`config.mk`:
```
export PLATFORM = sky130hd
export DESIGN_NAME = inst_sequencer
export DESIGN_NICKNAME = d
export VERILOG_FILES = /design/src/rtl/inst_sequencer.sv
export SDC_FILE = /design/constraint.sdc
export NUM_CORES = 1
export LEC_CHECK = 0
export CAP_MARGIN = 20
export CORE_ASPECT_RATIO = 0.9
export CORE_MARGIN = 4
export CORE_UTILIZATION = 45
export CTS_CLUSTER_DIAMETER = 30
export DETAILED_ROUTE_END_ITERATION = 10
export HOLD_SLACK_MARGIN = 0.03
export PLACE_DENSITY = 0.66
export REMOVE_ABC_BUFFERS = 1
export SLEW_MARGIN = 20
export SYNTH_ARGS = -nofsm -noshare
export SYNTH_HDL_FRONTEND = slang
export SYNTH_SLANG_ARGS = --single-unit
```
`constraint.sdc`:
```
create_clock -name clk -period 3.17 [get_ports clk]
set_clock_uncertainty 0.15 [all_clocks]
set_input_delay 0.634 -clock clk [delete_from_list [all_inputs] [get_ports clk]]
set_output_delay 0.634 -clock clk [all_outputs]
set_load 0.03 [all_outputs]
```
`src/rtl/inst_sequencer.sv`:
```
// Instruction sequencer for a systolic core: kernel load/push, activation
// load/execute, and output FIFO drain into psum memory, repeated per kernel position.
module inst_sequencer #(
    parameter int unsigned row     = 8,
    parameter int unsigned col     = 8,
    parameter int unsigned len_kij = 9,
    parameter int unsigned len_nij = 36,
    parameter logic [10:0] w_base  = 11'd64,
    parameter logic [10:0] a_base  = 11'd0,
    parameter logic [10:0] p_base  = 11'd0
) (
    input  logic        clk,
    input  logic        reset,
    input  logic        start,
    input  logic        ofifo_valid,
    output logic [33:0] inst,
    output logic        busy,
    output logic        done
);

    localparam int unsigned IW      = 34;
    localparam int unsigned AW      = 11;
    localparam int unsigned M1      = (row + 1 > col) ? row + 1 : col;
    localparam int unsigned CNT_MAX = (M1 > len_nij + 1) ? M1 : len_nij + 1;
    localparam int unsigned CW      = $clog2(CNT_MAX);
    localparam int unsigned KW      = (len_kij > 1) ? $clog2(len_kij) : 1;
    localparam int unsigned RW      = $clog2(len_nij + 1);

    localparam logic [IW-1:0] IDLE_WORD = 34'h1_800C_0000;

    typedef enum logic [2:0] {
        IDLE,
        KLOAD,
        KPUSH,
        ALOAD,
        AEXEC,
        DRAIN,
        DONE
    } state_t;

    state_t          state;
    logic [KW-1:0]   k;
    logic [CW-1:0]   cnt;
    logic [RW-1:0]   rd_cnt;
    logic            rd_flag;
    logic            wr_flag;
    logic [RW-1:0]   wr_idx;

    logic            drain_rd_c;
    logic [RW-1:0]   rd_idx_c;
    logic            last_wr_c;

    // xmem read with optional L0 write; the write lags the read by one cycle
    function automatic logic [IW-1:0] xrd_word(input logic [AW-1:0] addr,
                                               input logic rd_en,
                                               input logic wr_en);
        logic [IW-1:0] w;
        w = IDLE_WORD;
        if (rd_en) begin
            w[19]   = 1'b0;
            w[17:7] = addr;
        end
        w[2] = wr_en;
        return w;
    endfunction

    function automatic logic [IW-1:0] kload_word(input logic [KW-1:0] kk,
                                                 input logic [CW-1:0] c);
        logic [AW-1:0] addr;
        addr = w_base + AW'(32'(kk) * row + 32'(c));
        return xrd_word(addr, c < CW'(row), c != '0);
    endfunction

    function automatic logic [IW-1:0] aload_word(input logic [CW-1:0] c);
        logic [AW-1:0] addr;
        addr = a_base + AW'(c);
        return xrd_word(addr, c < CW'(len_nij), c != '0);
    endfunction

    function automatic logic [IW-1:0] kpush_word();
        logic [IW-1:0] w;
        w    = IDLE_WORD;
        w[3] = 1'b1;
        w[0] = 1'b1;
        return w;
    endfunction

    function automatic logic [IW-1:0] aexec_word();
        logic [IW-1:0] w;
        w    = IDLE_WORD;
        w[3] = 1'b1;
        w[1] = 1'b1;
        return w;
    endfunction

    // FIFO read plus the pmem write of the previous cycle's read
    function automatic logic [IW-1:0] drain_word(input logic rd,
                                                 input logic wr,
                                                 input logic [RW-1:0] d,
                                                 input logic [KW-1:0] kk);
        logic [IW-1:0] w;
        w    = IDLE_WORD;
        w[6] = rd;
        if (wr) begin
            w[33]    = (kk != '0);
            w[32]    = 1'b0;
            w[31]    = 1'b0;
            w[30:20] = p_base + AW'(d);
        end
        return w;
    endfunction

    // Read decision for the next cycle; rd_cnt is zero on DRAIN entry
    always_comb begin
        drain_rd_c = ofifo_valid && (rd_cnt < RW'(len_nij));
        rd_idx_c   = rd_cnt - RW'(1);
        last_wr_c  = wr_flag && (wr_idx == RW'(len_nij - 1));
    end

    // Outputs are computed for the state being entered so inst lines up with state
    always_ff @(posedge clk or posedge reset) begin
        if (reset) begin
            state   <= IDLE;
            k       <= '0;
            cnt     <= '0;
            rd_cnt  <= '0;
            rd_flag <= 1'b0;
            wr_flag <= 1'b0;
            wr_idx  <= '0;
            inst    <= IDLE_WORD;
            busy    <= 1'b0;
            done    <= 1'b0;
        end else begin
            inst <= IDLE_WORD;
            busy <= 1'b1;
            done <= 1'b0;
            case (state)
                IDLE: begin
                    busy <= 1'b0;
                    if (start) begin
                        state <= KLOAD;
                        k     <= '0;
                        cnt   <= '0;
                        busy  <= 1'b1;
                        inst  <= kload_word('0, '0);
                    end
                end
                KLOAD: begin
                    if (cnt == CW'(row)) begin
                        state <= KPUSH;
                        cnt   <= '0;
                        inst  <= kpush_word();
                    end else begin
                        cnt  <= cnt + CW'(1);
                        inst <= kload_word(k, cnt + CW'(1));
                    end
                end
                KPUSH: begin
                    if (cnt == CW'(col - 1)) begin
                        state <= ALOAD;
                        cnt   <= '0;
                        inst  <= aload_word('0);
                    end else begin
                        cnt  <= cnt + CW'(1);
                        inst <= kpush_word();
                    end
                end
                ALOAD: begin
                    if (cnt == CW'(len_nij)) begin
                        state <= AEXEC;
                        cnt   <= '0;
                        inst  <= aexec_word();
                    end else begin
                        cnt  <= cnt + CW'(1);
                        inst <= aload_word(cnt + CW'(1));
                    end
                end
                AEXEC: begin
                    if (cnt == CW'(len_nij - 1)) begin
                        state   <= DRAIN;
                        cnt     <= '0;
                        rd_cnt  <= RW'(drain_rd_c);
                        rd_flag <= drain_rd_c;
                        wr_flag <= 1'b0;
                        wr_idx  <= '0;
                        inst    <= drain_word(drain_rd_c, 1'b0, '0, k);
                    end else begin
                        cnt  <= cnt + CW'(1);
                        inst <= aexec_word();
                    end
                end
                DRAIN: begin
                    if (last_wr_c) begin
                        rd_cnt  <= '0;
                        rd_flag <= 1'b0;
                        wr_flag <= 1'b0;
                        wr_idx  <= '0;
                        cnt     <= '0;
                        if (k == KW'(len_kij - 1)) begin
                            state <= DONE;
                            done  <= 1'b1;
                        end else begin
                            state <= KLOAD;
                            k     <= k + KW'(1);
                            inst  <= kload_word(k + KW'(1), '0);
                        end
                    end else begin
                        rd_cnt  <= rd_cnt + RW'(drain_rd_c);
                        rd_flag <= drain_rd_c;
                        wr_flag <= rd_flag;
                        wr_idx  <= rd_idx_c;
                        inst    <= drain_word(drain_rd_c, rd_flag, rd_idx_c, k);
                    end
                end
                DONE: begin
                    state <= IDLE;
                    busy  <= 1'b0;
                end
                default: begin
                    state <= IDLE;
                    busy  <= 1'b0;
                end
            endcase
        end
    end

endmodule

```
==> flow_summary.ini <==
[run_status]
status = finished clean

[cells_and_area]
drive_gt1_share_pct = 9.85
fin_cells = 422
synthToLayoutAreaGrowth_pct = 13.5
final_common_cell = dfrtp_1
diodes = 0
final_cell_mix = 49 x dfrtp_1, 33 x nand2_1, 28 x clkdlybuf4s50_1
fin_nets = 350
stdcell_area_um2 = 3370

[job]
maxCapViolCount = 0

[synthesis]
ys.flop_type = dfrtp_1
synth_top_area_share_pct = 41.3
avgSynthCellArea_um2 = 9.40
synthMuxAreaShare_pct = 0
synth_area_leaders = dfrtp_1 41%, ha_1 4.6%, nand2_1 4.2%, buf_4 3.5%, nor2_1 3.3%
yosys_warnings = 0
synth_top_area_cell = dfrtp_1
synth_edf_count = 0
synthArstFlopShare_pct = 100
yosysSeqAreaShare_pct = 43.1
syn_area_um2 = 2970
synth_compound_area_share_pct = 18.2
synthAdderAreaFrac_pct = 5.31
synth_top_family_by_area = simple AND/OR/NAND/NOR gates
synthCells = 316
synth_seq_cells = 51
yosys.area_share.simple_pct = 21.6
synth-xor-area-share_pct = 3.54
ys_types = 68

[sta]
fmax_mhz = 394
tns_ns = 0
finalCritPeriodShare_pct = 80.1
hold_violations = 0
setup_viol = 0
worst_pin_slew_ns = 0.698
drv_slew = 0
rsz0062_at_grt = no
whs_ns = 0.351
slew_headroom_pct = 53.5
period_needed_ns = 2.54

[placement]
placed_area_um2 = 3250
globalplace.congestion = 0.873
io_buffers = 28
dp.cells = 414
hpwlAfterDp_um = 4540

[critical_path]
cp-start-kind = flop
crit_type = reg -> reg
end_kind = flop
worst_ep_required_time_ns = 3.20
worst-endpoint-arrival_ns = 2.57
crit_fanout = 10

[die]
start_util_pct = 47.5
ioPinCount = 40
fp.dieH_um = 85.1
die-area_um2 = 7960
core_area_um2 = 6250
die_width_um = 93.6
fp-row-count = 27

[route]
ant_nets = 0
drtIter0Drc = 130
drt-total-wl_um = 6200
dr_total_vias = 2260
wl_per_cell_um = 14.7
firstDrtPassIters = 4
via_per_inst = 5.36
drc = 0

[global_routing]
grt_pass1_vias = 2168
grt_max_degree = 30
antenna_found_initial = 0
grt_pass1_wl_um = 10400
overflow = 0
track_usage_pct = 16.2

[clock_tree]
cts_tree = built
htree_levels = 2
clkSlewWorstSetupHoldPaths_ns = 0.10
cts.hold.buffers_added = 0
cts_inserted_buffers = 5
clock_sinks = 51
cts_setup_buffers = 0
clk-insertion-delay-late_ns = 0.31
clk_path_buf_depth = 2
cts_resized = 0
clock-root-buffer = clkbuf_8

[power_and_ir_drop]
swShare_pct = 43.1
power.net_switching_w = 0.00119
intPower_w = 0.00156
ir_drop_v = 0.000453
p_per_area_nw_per_um2 = 816
seqPwrFrac_pct = 37.9
p_clk_share_pct = 17.2
share_comb_of_total_power_pct = 44.8
p_leak_nw = 1.52

[worst_hold_path]
min_path_type = reg -> reg
## state kept, by name (all words and copies together), names as in the netlist
name and count:
inst 22, wr_idx 6, k 4, done 1, state 3, cnt 6
rd_cnt 6, rd_flag 1, wr_flag 1, busy 1
## path summary, 6_finish.rpt
kind	startpoint	to	slack, ns	depth (start not counted)
max in group asynchronous	reset	inst[32]$_DFF_PP1_	1.77	3
min	wr_idx[0]$_DFFE_PP0P_	wr_idx[0]$_DFFE_PP0P_	0.35	2
min in group asynchronous	reset	k[3]$_DFFE_PP0P_	0.51	2
max	cnt[0]$_DFFE_PP0P_	inst[13]$_DFF_PP0_	0.63	9
min reg2reg	wr_idx[0]$_DFFE_PP0P_	wr_idx[0]$_DFFE_PP0P_	0.35	2
max reg2reg	cnt[0]$_DFFE_PP0P_	inst[13]$_DFF_PP0_	0.63	9
## synthesized netlist by cell type (all sizes together) (4+ instances only)
library cell  count
a21oi            14
buf              21
clkbuf            9
dfrtp            49
ha               11
inv              16
nand2            34
nand2b            6
nand3            12
nor2             26
nor2b             5
nor3              5
o21ai            28
o221ai            4
o31ai             4
or2               4
xnor2             8
xor2              4
## power by group through the flow
stage | sequential (W) | combinational (W) | clock, W
6_report | 0.00104 | 0.00123 | 0.000474
3_5_place_dp | 0.00105 | 0.00123 | 0
2_1_floorplan | 0.00113 | 0.000762 | 0
4_1_cts | 0.00104 | 0.00123 | 0.000486
3_3_place_gp | 0.00104 | 0.00122 | 0
5_1_grt | 0.00107 | 0.00137 | 0.000517
## cell type report
cell class / instances / area [µm²]
fillers: 564 / 2880
clock buffers: 5 / 68.8
well taps: 87 / 109
multi-input cells: 228 / 1480
flip-flops and latches: 51 / 1280
inverters: 16 / 60.1
clock inverters: 3 / 47.5
repair buffers: 32 / 323
## cell families (layout without fill, tap and decap cells)
group	count (synthesis)	in the layout
other cells	2	11
simple gates	115	115
xor+xnor	12	12
fa+ha+maj	12	12
flops	51	51
buf+inv	46	56
compound gates	78	78
## worst max-delay path: stages, from the launching register on
cell,delay (ns)
dfrtp_1,0.51
ha_1,0.41
nand3_1,0.16
xor2_1,0.21
inv_1,0.12
ha_1,0.29
a21o_1,0.15
a21oi_1,0.17
xnor2_1,0.14
o221ai_1,0.11
## routing by layer
metal	up-vias	global-route usage (%)	share of wire [%]
met5	-	0	0
met2	56	24.2	43
met3	7	3.81	5.4
li1	1107	-	-
met1	1090	23.7	50
met4	0	4.33	1.1
## per-stage QoR
step	setup slack (ns)	power [W]	util (%)
4_1_cts	0.622	0.00276	53.9
6_report	0.631	0.00275	53.9
3_5_place_dp	0.653	0.00228	52.1
5_1_grt	0.443	0.00296	53.9
3_3_place_gp	0.702	0.00226	52.1
2_1_floorplan	0.912	0.00190	-
No activity file was read; power rests on OpenSTA's default activity.
